$ cat src/rtl/chan_rec_pkg.sv
// Shared widths, record layout and byte-index encodings for the channel record receiver.
package chan_rec_pkg;

  localparam int ADDR_W = 22;
  localparam int FRAC_W = 8;
  localparam int VOL_W  = 6;
  localparam int REC_W  = ADDR_W + FRAC_W + VOL_W + VOL_W;

  typedef enum logic [1:0] {
    BYTE_FIRST  = 2'd0,
    BYTE_SECOND = 2'd1,
    BYTE_THIRD  = 2'd2
  } byte_idx_t;

  typedef struct packed {
    logic [ADDR_W-1:0] addr;
    logic [FRAC_W-1:0] frac;
    logic [VOL_W-1:0]  vol_l;
    logic [VOL_W-1:0]  vol_r;
  } rec_t;

endpackage

$ cat src/rtl/rec_fifo.sv
// Show-ahead record FIFO; a push while full is taken only when a pop frees a slot in the same cycle.
module rec_fifo #(
  parameter int WIDTH = 42,
  parameter int DEPTH = 4,
  parameter int CNTW  = 3
) (
  input  logic             clk,
  input  logic             rst,
  input  logic             push,
  input  logic             pop,
  input  logic [WIDTH-1:0] wdata,
  output logic [WIDTH-1:0] rdata,
  output logic             full,
  output logic             empty,
  output logic [CNTW-1:0]  count
);

  localparam int AW = $clog2(DEPTH);

  logic [WIDTH-1:0] mem [DEPTH];
  logic [AW-1:0]    wr_ptr;
  logic [AW-1:0]    rd_ptr;
  logic             do_push;
  logic             do_pop;

  assign empty   = (count == '0);
  assign full    = (count == CNTW'(DEPTH));
  assign do_pop  = pop && !empty;
  assign do_push = push && (!full || do_pop);
  // Head reads zero while empty so stale storage never shows on the outputs.
  assign rdata   = empty ? '0 : mem[rd_ptr];

  always_ff @(posedge clk) begin
    if (do_push) mem[wr_ptr] <= wdata;
  end

  always_ff @(posedge clk or posedge rst) begin
    if (rst) begin
      wr_ptr <= '0;
      rd_ptr <= '0;
      count  <= '0;
    end else begin
      if (do_push) wr_ptr <= wr_ptr + 1'b1;
      if (do_pop)  rd_ptr <= rd_ptr + 1'b1;
      case ({do_push, do_pop})
        2'b10:   count <= count + 1'b1;
        2'b01:   count <= count - 1'b1;
        default: count <= count;
      endcase
    end
  end

endmodule

$ cat src/rtl/chan_rec_rx.sv
// Assembles mix and address byte triples from the fetch engine into channel records and queues them.
module chan_rec_rx
  import chan_rec_pkg::*;
#(
  parameter int DEPTH = 4,
  parameter int CNTW  = 3
) (
  input  logic              clk,
  input  logic              rst,
  input  logic [7:0]        in_data,
  input  logic              in_stb_addr,
  input  logic              in_stb_mix,
  input  logic              sync_stb,
  output logic              rec_valid,
  input  logic              rec_ready,
  output logic [ADDR_W-1:0] rec_addr,
  output logic [FRAC_W-1:0] rec_frac,
  output logic [VOL_W-1:0]  rec_vol_l,
  output logic [VOL_W-1:0]  rec_vol_r,
  output logic [CNTW-1:0]   rec_count,
  output logic              ovf,
  output logic              seq_err,
  input  logic              err_clr
);

  byte_idx_t         mix_idx, nxt_mix_idx;
  byte_idx_t         addr_idx, nxt_addr_idx;
  logic              mix_done, nxt_mix_done;
  logic [FRAC_W-1:0] frac, nxt_frac;
  logic [VOL_W-1:0]  vol_l, nxt_vol_l;
  logic [VOL_W-1:0]  vol_r, nxt_vol_r;
  logic [5:0]        addr_hi, nxt_addr_hi;
  logic [7:0]        addr_mid, nxt_addr_mid;
  logic              push;
  logic              seq_err_set;
  logic              ovf_set;
  logic              fifo_full;
  logic              fifo_empty;
  rec_t              push_rec;
  rec_t              head_rec;

  // The lo byte goes straight into the pushed record so no extra cycle is spent latching it.
  assign push_rec = '{addr: {addr_hi, addr_mid, in_data}, frac: frac, vol_l: vol_l, vol_r: vol_r};

  always_comb begin
    nxt_mix_idx  = mix_idx;
    nxt_addr_idx = addr_idx;
    nxt_mix_done = mix_done;
    nxt_frac     = frac;
    nxt_vol_l    = vol_l;
    nxt_vol_r    = vol_r;
    nxt_addr_hi  = addr_hi;
    nxt_addr_mid = addr_mid;
    push         = 1'b0;
    seq_err_set  = 1'b0;
    // Frame start restarts assembly first, so a coincident strobe lands at index 0.
    if (sync_stb) begin
      seq_err_set  = (mix_idx != BYTE_FIRST) || (addr_idx != BYTE_FIRST) || mix_done;
      nxt_mix_idx  = BYTE_FIRST;
      nxt_addr_idx = BYTE_FIRST;
      nxt_mix_done = 1'b0;
    end
    if (in_stb_addr && in_stb_mix) begin
      seq_err_set = 1'b1;
    end else if (in_stb_mix) begin
      if (nxt_mix_done) begin
        seq_err_set  = 1'b1;
        nxt_mix_done = 1'b0;
      end
      case (nxt_mix_idx)
        BYTE_FIRST: begin
          nxt_frac    = in_data;
          nxt_mix_idx = BYTE_SECOND;
        end
        BYTE_SECOND: begin
          nxt_vol_l   = in_data[5:0];
          nxt_mix_idx = BYTE_THIRD;
        end
        BYTE_THIRD: begin
          nxt_vol_r    = in_data[5:0];
          nxt_mix_done = 1'b1;
          nxt_mix_idx  = BYTE_FIRST;
        end
        default: nxt_mix_idx = BYTE_FIRST;
      endcase
    end else if (in_stb_addr) begin
      case (nxt_addr_idx)
        BYTE_FIRST: begin
          nxt_addr_hi  = in_data[5:0];
          nxt_addr_idx = BYTE_SECOND;
        end
        BYTE_SECOND: begin
          nxt_addr_mid = in_data;
          nxt_addr_idx = BYTE_THIRD;
        end
        BYTE_THIRD: begin
          push         = nxt_mix_done;
          seq_err_set  = seq_err_set || !nxt_mix_done;
          nxt_mix_done = 1'b0;
          nxt_addr_idx = BYTE_FIRST;
        end
        default: nxt_addr_idx = BYTE_FIRST;
      endcase
    end
  end

  always_ff @(posedge clk or posedge rst) begin
    if (rst) begin
      mix_idx  <= BYTE_FIRST;
      addr_idx <= BYTE_FIRST;
      mix_done <= 1'b0;
      frac     <= '0;
      vol_l    <= '0;
      vol_r    <= '0;
      addr_hi  <= '0;
      addr_mid <= '0;
      ovf      <= 1'b0;
      seq_err  <= 1'b0;
    end else begin
      mix_idx  <= nxt_mix_idx;
      addr_idx <= nxt_addr_idx;
      mix_done <= nxt_mix_done;
      frac     <= nxt_frac;
      vol_l    <= nxt_vol_l;
      vol_r    <= nxt_vol_r;
      addr_hi  <= nxt_addr_hi;
      addr_mid <= nxt_addr_mid;
      ovf      <= ovf_set || (ovf && !err_clr);
      seq_err  <= seq_err_set || (seq_err && !err_clr);
    end
  end

  assign ovf_set = push && fifo_full && !rec_ready;

  rec_fifo #(
    .WIDTH(REC_W),
    .DEPTH(DEPTH),
    .CNTW (CNTW)
  ) u_fifo (
    .clk  (clk),
    .rst  (rst),
    .push (push),
    .pop  (rec_ready),
    .wdata(push_rec),
    .rdata(head_rec),
    .full (fifo_full),
    .empty(fifo_empty),
    .count(rec_count)
  );

  assign rec_valid = !fifo_empty;
  assign rec_addr  = head_rec.addr;
  assign rec_frac  = head_rec.frac;
  assign rec_vol_l = head_rec.vol_l;
  assign rec_vol_r = head_rec.vol_r;

endmodule
$ cat config.mk
export PLATFORM = sky130hd
export DESIGN_NAME = chan_rec_rx
export DESIGN_NICKNAME = d
export VERILOG_FILES = /design/src/rtl/chan_rec_pkg.sv /design/src/rtl/rec_fifo.sv /design/src/rtl/chan_rec_rx.sv
export SDC_FILE = /design/constraint.sdc
export NUM_CORES = 1
export LEC_CHECK = 0
export BUFFER_PORTS_ARGS = -buffer_cell sky130_fd_sc_hd__buf_2
export CORE_ASPECT_RATIO = 1.25
export CORE_MARGIN = 3
export CORE_UTILIZATION = 50
export CTS_BUF_LIST = sky130_fd_sc_hd__clkbuf_8 sky130_fd_sc_hd__clkbuf_16
export CTS_CLUSTER_SIZE = 28
export DETAILED_ROUTE_END_ITERATION = 12
export PLACE_DENSITY_LB_ADDON = 0.05
export SETUP_SLACK_MARGIN = 0.02
export SYNTH_ARGS = -nofsm -noshare
export SYNTH_HDL_FRONTEND = slang
export SYNTH_SLANG_ARGS = --single-unit
$ cat constraint.sdc
create_clock -name clk -period 3.3 [get_ports clk]
set_input_delay 0.165 -clock clk [delete_from_list [all_inputs] [get_ports clk]]
set_output_delay 0.165 -clock clk [all_outputs]
set_load 0.01 [all_outputs]
### After elaboration in Yosys (flattened, before gate mapping)

Memories as Yosys holds them, arrays and structs flattened.
Index checks and enable logic that the tools add are counted.

* bits in registers: 48
* RAM bits: 168
* input port bits: 15
* output and inout port bits: 48
* memories kept: 1

Memories
* u_fifo.mem: words 4, bits a word 42, read ports 1, clocked after memory_dff 0, write ports 1, RTL line rec_fifo.sv:20 `logic [WIDTH-1:0] mem [DEPTH];`

* add/subtract/negate cells: 4
* equal/unequal tests: 7
* mux-type cells: 29
* bitwise logic cells: 2
* reduce and logical (&&, ||, !) cells: 29

Operator list (count)
* two-way mux 42 bit: 1
* two-way mux 1 bit: 18
* two-way mux 2 bit: 7
* AND reduction 3 bit: 3
* one-hot mux 2 bit (2 select lines): 2
* AND reduction 4 bit: 2
* logical AND 1 bit: 7
* == test 2 x 1 -> 1 bit (second input constant): 3
* == test 2 bit (second input constant): 3
* logical OR 1 bit: 6
* one-hot mux 3 bit (2 select lines): 1
* nonzero test 2 bit: 3
* zero test 1 bit: 5
* adder 2 x 1 -> 2 bit (second input constant): 2
* zero test 2 bit: 2
* adder 3 x 1 -> 3 bit (second input constant): 1
* == test 3 bit (second input constant): 1
* zero test 3 bit: 1
* subtractor 3 x 1 -> 3 bit (second input constant): 1
* NOT 1 bit: 2

### Longest topological paths before layout

Gate-level depths: netlist of run 1.

* depth in word-level cells: 10
* gate-level depth with buffers: 10
* mapped depth without buffers: 9

### By module

Synthesis of run 1 repeated with hierarchy kept, for this count alone.

* cells, all modules: 435
* area, all modules: 8545.7 sq um

Modules (own cells, without submodules)
* rec_fifo: times used 1, cells an instance 322, area each 6871.6 sq um, seq. area each 5220.0 sq um
* chan_rec_rx: times used 1, cells an instance 113, area each 1674.1 sq um, seq. area each 1026.0 sq um

### Worst setup path after synthesis of run 1

No wires, ideal clock.

* path kind: in2reg
* start: input port sync_stb
* end: memory u_fifo.mem[0][0] (enable)
* setup time: 0.403 ns
* data arrival time: 2.118 ns
* setup slack: 0.778 ns
* stages on the path: 4
* path through: buf_6 > or3b_4 > nor4_4 > and2_1

* longest elaborated chain between the ends: 9
* elaborated cells between the ends (all ways): 10

RTL lines
* start: declaration: RTL line chan_rec_rx.sv:13 `input logic sync_stb,`
* two-way mux 2 bit: RTL line chan_rec_rx.sv:57 `if (sync_stb) begin`
* == test 2 bit: RTL line chan_rec_rx.sv:87 `case (nxt_addr_idx)`
* two-way mux 1 bit (*): RTL line chan_rec_rx.sv:87
* two-way mux 1 bit (*): RTL line chan_rec_rx.sv:86 `end else if (in_stb_addr) begin`
* two-way mux 1 bit (*): RTL line chan_rec_rx.sv:65 `end else if (in_stb_mix) begin`
* two-way mux 1 bit (*): RTL line chan_rec_rx.sv:63 `if (in_stb_addr && in_stb_mix) begin`
* logical AND 1 bit (*): RTL line rec_fifo.sv:29 `assign do_push = push && (!full || do_pop);`
* two-way mux 1 bit (*): RTL line rec_fifo.sv:34 `if (do_push) mem[wr_ptr] <= wdata;`
* two-way mux 1 bit (not written as such) (*): RTL line rec_fifo.sv:34
* end: declaration: RTL line rec_fifo.sv:20

Mark *: on every way between the ends. The rest lies on a longest branch, timed or not.

### Worst setup path after layout of run 1

* start: register u_fifo.count[0]
* end: register u_fifo.count[2]

* longest elaborated chain between the ends: 7
* elaborated cells between the ends (all ways): 13

RTL lines
* start: declaration: RTL line rec_fifo.sv:15 `output logic [CNTW-1:0] count`
* start signal: assignment: RTL line rec_fifo.sv:46 `2'b10: count <= count + 1'b1;`
* start signal: assignment: RTL line rec_fifo.sv:47 `2'b01: count <= count - 1'b1;`
* start signal: assignment: RTL line rec_fifo.sv:48 `default: count <= count;`
* zero test 3 bit: RTL line rec_fifo.sv:26 `assign empty = (count == '0);`
* zero test 1 bit: RTL line rec_fifo.sv:28 `assign do_pop = pop && !empty;`
* logical AND 1 bit: RTL line rec_fifo.sv:28
* logical OR 1 bit: RTL line rec_fifo.sv:29
* logical AND 1 bit: RTL line rec_fifo.sv:29
* == test 2 x 1 -> 1 bit or == test 2 bit (tied branches): RTL line rec_fifo.sv:45 `case ({do_push, do_pop})`
* one-hot mux 3 bit (2 select lines) or nonzero test 2 bit (tied branches)

Several ways; a longest one is shown, not always the timed one.
A chain may end at the register's enable or synchronous reset.

==> summary by stage, run 1 <==
Status
The flow ran to the end, and the final reports show no timing, DRC or antenna violations.

Critical path
In this design, the stage delay of the slowest critical-path cell is roughly 630 ps. The reg2reg setup slack is 890 ps. The data arrival time of the worst path is 2830 ps. The logic depth of the worst setup path including buffers is 9. The worst setup path is launched from a flop. The worst register-to-register path begins at u_fifo.count[0]. The depth of the worst register-to-register path is 9.

The top cell family by delay on the critical path is simple AND/OR/NAND/NOR gates. The critical path contains buffers and inverters numbering 2 combined. The maximum fanout count along the critical path is 7. The last element of the critical path is u_fifo.count[2]. The endpoint identified for the worst register-to-register timing path is u_fifo.count[2]. The kind of critical path is reg -> reg. Tracing the worst setup path back leads to its startpoint at u_fifo.count[0].

The kind of end point of the critical path is a flop. The critical path goes through nor4b_1 > nor4_4 > inv_1 > ha_1 > inv_1 > fa_1 > xor2_1 > nor2_1 > xor2_1. For the worst setup path, the data required time is roughly 3700 ps. For this design, the slowest cell found on the critical path is sky130_fd_sc_hd__nor4b_1.

Clock tree
Post-CTS timing repair inserted 0 buffers for setup. TritonCTS built the clock tree. TritonCTS created 22 clock buffers. Counting along the longest clock path gives a buffer depth of 3. The post-cts repair resize count is 0.

In this run the number of H-tree levels came out at 1. The cts-stage hold buffer count is 7. The register clock-pin slew on the reported worst setup and hold paths is roughly 60 ps.

At the later pin of the worst-skew pair, clock insertion delay measures around 500 ps. The library cell used as clock root buffer is sky130_fd_sc_hd__clkbuf_16. For this design, the sink count on the clock tree is about 220.

GRT
Across every metal layer, demand over resource in global routing totals 17.95%. The via count of the first global-routing pass was around 4,300. The total global routing overflow is 0. The number of antenna violations at the first check in global routing is 0. The first global-routing pass estimated ~25,000 µm of wire. The pin count of the biggest net entering global routing is 46.

Die
The die area is around 18,000 µm². The number of standard-cell rows in the floorplan is 52. The total area inside the core boundary comes to approximately 16,000 µm². The initial core utilization is roughly half.

The number of placed I/O pins is 63. The die span in x is around 120 µm. The height of the die is 151.0 µm.

Synth
A synthesized cell averages 20.21 µm². Counting flops and latches in the post-synthesis netlist gives roughly 220. The count of warnings emitted by yosys is 0. In the synthesized netlist the async set-or-reset flop fraction comes to between 20 and 25%.

The synthesized cell area is roughly 8400 µm². In this run, synthesis inferred 168 flip-flops with an integrated enable. The share of synthesized area in the top cell type comes to 59.99%. In the post-synthesis netlist, the cell with the most instances is sky130_fd_sc_hd__edfxtp_1. In the synthesized netlist, the cells that appear most often are sky130_fd_sc_hd__edfxtp_1, sky130_fd_sc_hd__dfrtp_1, sky130_fd_sc_hd__and2_1.

The largest total area in the synthesized netlist belongs to sky130_fd_sc_hd__edfxtp_1. The number of library cell types mapped by synthesis is 37. The synthesized instance count is roughly 420.

Sorting the synthesized cells by area gives the leading types as sky130_fd_sc_hd__edfxtp_1, sky130_fd_sc_hd__dfrtp_1, sky130_fd_sc_hd__mux4_2. Counting every net in the synthesized netlist gives 437. In the synthesized netlist the dominant register cell turns out to be sky130_fd_sc_hd__edfxtp_1.

For this run, the register share of the synthesized area comes to approximately three quarters.

STA
The final period utilization is between 70 and 80%. At the pin with the least slew margin, the transition time is ~800 ps. The worst setup skew after layout is 14.63 ps.

The count of pins over their slew limit is 0. The clock period minus worst slack is about 2400 ps. Setup repair after global routing left no endpoint under its margin.

The final-layout setup total negative slack is 0 ps. The final-report hold violation count is 0. Setup violations remaining at the end of the flow were counted as 0. The relative slew slack is between 40% and 50%.

The achievable frequency is ~420 MHz.

Cells and area
The core occupancy in the finished layout is roughly 60%. Compared with the post-synthesis result, the final layout area differs by 16.56%. The net total in the final layout is between 500 and 600. The total inserted antenna cells is 0. The post-route netlist has 36.24% of its cells at a drive strength greater than 1.

Place
The weighted congestion reported at the end of routability-driven placement is slightly below 0.8. Summed over all nets, the half-perimeter wirelength after detailed placement is between 8000 and 9000 µm. The quantity of I/O buffers inserted on ports is 62.

Pwr
In this run the power density over the cells is around 770 nW/µm². Internal power comes to 0.005511 W. The switching share of power is a little over a quarter. The clock network is responsible for between 30% and 40% of the overall power. The power after layout is approximately 0.0076 W. The sequential share of power is 44.2%. The worst-case IR drop observed on VDD is between 0.8 and 0.9 mV. The logic gate share of total power is about a quarter.

In this run the static leakage power is roughly 3.5 nW. Summed over all nets, the switching power comes to a little over 0.002 W.

Run
The number of max-capacitance violations reported is 0.

Drt
The average wire per cell in the routed design is roughly 21 µm. Dividing the detail-routed via count by the number of cells gives ~5.5. The overall via count from detail_route is 4,024. The first TritonRoute pass finished after 4 iterations.

For this block, the routed nets add up to ~16,000 µm of wire. In the routed design, unresolved DRC markers number 0. After the first detailed-routing iteration, the DRC count stood at 277.

Once detail routing completed, the nets flagged for antenna violations numbered 0.

Worst hold path
The tightest min-delay check is of the in -> reg type. In this run the most critical hold path is launched from in_data[1].
[cells by family (layout without fill, tap and decap cells)]
| kind of cell | after synthesis | count (layout) | synth area share, % |
|---|---|---|---|
| AND/OR/NAND/NOR | 75 | 75 | 5.937 |
| adder cells (fa/ha/maj) | 6 | 6 | 0.9820 |
| multiplexers | 79 | 79 | 16.22 |
| AO/OA/AOI/OAI | 9 | 9 | 0.6695 |
| XOR/XNOR | 6 | 6 | 0.6250 |
| flip-flops | 216 | 216 | 74.27 |
| buffers and inverters | 25 | 125 | 1.295 |
[flip-flops by register name, summed over array words and instances, names as in the netlist]
signal	count
frac	8
ovf	1
addr_mid	8
u_fifo.count	3
mix_idx	2
seq_err	1
addr_idx	2
u_fifo.wr_ptr	2
vol_r	6
u_fifo.mem	168
addr_hi	6
u_fifo.rd_ptr	2
mix_done	1
vol_l	6
[worst min-delay path by stage]
stage / to / slack, ps / cells after the start
6_report: u_fifo.mem[3][21] / 30 / 1
5_1_grt: u_fifo.mem[3][21] / 30 / 1
4_1_cts: u_fifo.mem[3][21] / 20 / 1
3_5_place_dp: vol_r[0] / 330 / 2
3_3_place_gp: vol_r[0] / 320 / 2
2_1_floorplan: u_fifo.mem[0][20] / 260 / 0
[area by class of cell]
class	instances	area (µm²)
clock inverters	14	61.31
inverters	8	30.03
well taps	216	270.3
multi-input cells	175	2059
repair buffers	77	515.5
clock buffers	26	616.8
fillers	1226	6529
flip-flops and latches	216	6248
[power by group through the flow]
stage / logic [W] / clock network (W) / registers [W]
after floorplan: 0.00135 / 0 / 0.00333
after global placement: 0.00197 / 0 / 0.00339
after detailed placement: 0.00198 / 0 / 0.00341
after CTS: 0.00200 / 0.00233 / 0.00335
after global routing: 0.00213 / 0.00244 / 0.00338
final: 0.00194 / 0.00228 / 0.00335
[per-layer routing]
metal / part of all wire, % / vias to the layer above / track usage (%)
met1: 41 / 2121 / 23.89
met2: 53 / 86 / 30.97
li1: - / 1793 / -
met5: 0 / - / 0
met3: 4.2 / 24 / 2.951
met4: 1.9 / 0 / 4.933
[placed cells by master (no fill, tap or decap), types with 4 or more instances in the layout]
cell type	synthesis	layout
sky130_fd_sc_hd__buf_12	0	6
sky130_fd_sc_hd__buf_2	6	62
sky130_fd_sc_hd__nor2b_1	4	4
sky130_fd_sc_hd__ha_1	5	5
sky130_fd_sc_hd__and2_2	0	4
sky130_fd_sc_hd__nor2_1	4	4
sky130_fd_sc_hd__nand2b_1	4	4
sky130_fd_sc_hd__mux2_2	34	34
sky130_fd_sc_hd__clkbuf_16	0	23
sky130_fd_sc_hd__and2_1	47	43
sky130_fd_sc_hd__dlygate4sd3_1	0	7
sky130_fd_sc_hd__edfxtp_1	168	168
sky130_fd_sc_hd__dfrtp_1	48	46
sky130_fd_sc_hd__mux4_2	42	42
sky130_fd_sc_hd__o21ai_0	4	4
sky130_fd_sc_hd__nand2_1	4	4
sky130_fd_sc_hd__inv_1	8	16
[stage by stage]
step	cells	cell area, µm²	hold WS, ps	worst slack [ps]
2_1_floorplan	416	8409	263.9	778.1
3_3_place_gp	685	9054	323.7	944.7
3_5_place_dp	685	9054	328.6	889.6
4_1_cts	732	9802	18.73	840.5
5_1_grt	732	9802	30.81	645.1
6_report	732	9802	27.53	892.2
No activity file was read; power rests on OpenSTA's default activity.
==> inputs of run 2 (changes only) <==
==> constraint.sdc (replaced) <==
create_clock -name clk -period 2.3 [get_ports clk]
set_input_delay 0.115 -clock clk [delete_from_list [all_inputs] [get_ports clk]]
set_output_delay 0.115 -clock clk [all_outputs]
set_load 0.01 [all_outputs]
==> summary by stage, run 2 (synthesized netlist as in run 1, its figures left out) <==
Clock tree
The number of buffers created by CTS is 21. The post-CTS setup repair buffer count is 0. The CTS tree is built. Clock tree synthesis selected as its root buffer the cell sky130_fd_sc_hd__clkbuf_16. The tree built by TritonCTS fans out to roughly 220 sinks. Clock latency on the worst-skew pair, taken at its later pin, is ~480 ps. The number of buffers between clock root and the deepest sink is 3. In this run the number of H-tree levels came out at 1.

After clock tree synthesis, the clock-pin slew on the worst setup and hold paths is 60 ps.

Place
The placed cell area is about 9100 µm². The placed wire-length estimate is ~8800 µm. Port buffering added 62 buffers. The congestion estimate from routability-driven global placement came to between 0.7 and 0.8.

Drt
The detailed-router iteration count before antenna repair is 4. In the routed design, unresolved DRC markers number 0. The count of nets left with antenna violations once routing finished came out at 0.

Dividing the detail-routed via count by the number of cells gives 5.416. The final wirelength is approximately 16,000 µm. The detailed router placed around 4,000 vias in this run.

The average wire per cell in the routed design is roughly 21 µm. The detailed router's first-iteration violation count is between 200 and 250.

Cells and area
In the layout the commonest cells are sky130_fd_sc_hd__edfxtp_1, sky130_fd_sc_hd__buf_2, sky130_fd_sc_hd__dfrtp_1, sky130_fd_sc_hd__and2_1, sky130_fd_sc_hd__mux4_2. The net total in the final layout is ~530. The design area is between 9000 and 10,000 µm². In the final layout, the multi-input gates occupy between 2000 and 2500 µm². The area growth from synthesis to layout is 17.18%. Cells with a size suffix above 1 make up 36.95% of the layout. The largest registers in the layout are u_fifo.mem (168), addr_mid (8), frac (8).

More flip-flops sit in one register than any other, and that register is u_fifo.mem. The register with the most flip-flops in the layout has roughly 170 of them. Across the whole layout, storage elements account for 6251 µm². The layout has about 1,200 filler cells. 0 antenna diodes ended up in the layout.

The core occupancy in the finished layout is 60.34%. The most common cell after layout, fill and taps aside is sky130_fd_sc_hd__edfxtp_1.

Die
63 I/O pins were placed. The initial core utilization is about half. The number of standard-cell rows in the floorplan is 52. The die span in x is 122.0 µm.

The die covers 18,420 µm². The height of the die is around 150 µm. In this run the standard cell core region covers around 16,000 µm².

Pwr
Summing internal, switching and leakage power gives ~0.011 W. For this design the static power due to leakage is between 3 and 4 nW. The power density over cell area is ~1100 nW/µm². VDD sags by at most around 0.78 mV.

STA
The final-report hold violation count was 0. Adding up every negative setup slack in the final design gives 0 ps. The relative slew slack is between 40 and 50%.

The final critical path takes up 95.91% of the cycle. The clock period minus worst slack is ~2200 ps. The count of pins over their slew limit is 0. The number of endpoints failing setup at the final stage is 0. Static timing analysis puts the maximum clock frequency at approximately 450 MHz. Final hold analysis gives a worst-case slack of 9.176 ps. For the pin with the worst max-slew slack, the measured transition is roughly 780 ps. On the final layout, the worst clock skew is 11.82 ps.

Critical path
The worst register-to-register path ends at u_fifo.count[2]. Traced cell by cell, the critical path runs through nor4b_2 > buf_4 > nor4_4 > inv_1 > ha_1 > inv_1 > fa_1 > xor2_1 > nor2_1 > xor2_1. At the worst endpoint, the required time is 2700 ps. The worst register-to-register path begins at u_fifo.count[0]. The kind of cell with the highest combined delay along the critical path is adder cells. The depth of the worst register-to-register path is 10. The kind of end point of the critical path is a flop. The worst setup path is launched from a flop. The critical path is of the reg -> reg type. The largest individual stage delay along the critical path comes from the cell sky130_fd_sc_hd__dfrtp_1. Along the worst path, the maximum fanout reaches 5. The number of buffers and inverters on the critical path is 3.

The largest single stage delay on the critical path is 430 ps. The reg2reg setup slack is roughly 94 ps. Data arrives at the worst endpoint at roughly 2600 ps.

Worst hold path
The path class of the tightest hold or removal check is in -> reg. The launch instance of the worst min-delay path is in_data[5]. Counting instances, the worst hold path has a depth of 1. The path with the worst hold slack has its endpoint at u_fifo.mem[2][25].

GRT
The via count of the first global-routing pass is roughly 4,400. Across every metal layer, demand over resource in global routing totals 17.73%. The total global routing overflow is 0. The first-pass GRT wire length is around 24,000 µm.

The number of antenna violations at the first check in global routing came to 0. Entering global routing, the biggest net connects 45 pins.

Status
The flow ran to the end, and the final reports show no timing, DRC or antenna violations.

Run
Max-cap violations in this run came to 0.
==> run 2: cell types whose count changed in the layout (fill, tap and decap cells not counted), sizes merged <==
cell / delta
buf: +8
dlygate4sd3: +4
clkbuf: -3
==> run 2: what timing repair did <==
action	in CTS	in global routing
hold buffers	11	0
hold endpoints to repair	53	0
gates resized for setup	1	1
endpoints found under the setup margin	2	1
==> run 2: worst max-delay path by stage <==
stage	startpoint	to	slack, ps	cells past startpoint
floorplan	u_fifo.count[0]	u_fifo.count[2]	50	9
global placement	u_fifo.count[0]	u_fifo.count[2]	210	10
detailed placement	u_fifo.count[0]	u_fifo.count[2]	100	10
CTS	u_fifo.count[0]	u_fifo.count[2]	90	10
global route	u_fifo.count[0]	u_fifo.count[2]	-4	10
finish	u_fifo.count[0]	u_fifo.count[2]	90	10
==> run 2: area by class of cell <==
cell class / count / share of cell area [%]
clock inverters: 14 / 0.5714
clock buffers: 23 / 5.612
multi-input cells: 175 / 20.96
flip-flops and latches: 216 / 63.43
repair buffers: 89 / 6.374
inverters: 8 / 0.3047
well taps: 216 / 2.743
==> run 2: report_power, final <==
| group | switching [W] | total, W | internal, W | leakage (nW) |
|---|---|---|---|---|
| Combinational | 0.00131 | 0.00281 | 0.00150 | 1.12 |
| Clock | 0.00132 | 0.00303 | 0.00171 | 0.340 |
| Sequential | 0.000284 | 0.00484 | 0.00455 | 2.11 |
| Total | 0.00291 | 0.0107 | 0.00776 | 3.56 |
==> run 2: worst register-to-register path: stages, from the launching register on <==
cell and delay (ps):
sky130_fd_sc_hd__dfrtp_1 430, sky130_fd_sc_hd__nor4b_2 320, sky130_fd_sc_hd__buf_4 180, sky130_fd_sc_hd__nor4_4 50, sky130_fd_sc_hd__inv_1 60, sky130_fd_sc_hd__ha_1 190
sky130_fd_sc_hd__inv_1 70, sky130_fd_sc_hd__fa_1 370, sky130_fd_sc_hd__xor2_1 160, sky130_fd_sc_hd__nor2_1 120, sky130_fd_sc_hd__xor2_1 170
==> run 2: per-stage QoR <==
step	std cells	setup WS (ps)
after floorplan	416	54.47
after global placement	693	205.1
after detailed placement	693	101.9
after CTS	741	90.45
after global routing	741	-3.660
final	741	93.97
==> run 2: per-layer routing <==
layer	share of wire, %	wire length, µm	GRT usage (%)	up-vias
li1	-	-	-	1815
met1	41	6483	23.02	2101
met2	53	8371	31.42	75
met3	3.4	539	2.802	22
met4	1.6	257	4.596	0
met5	0	0	0	-
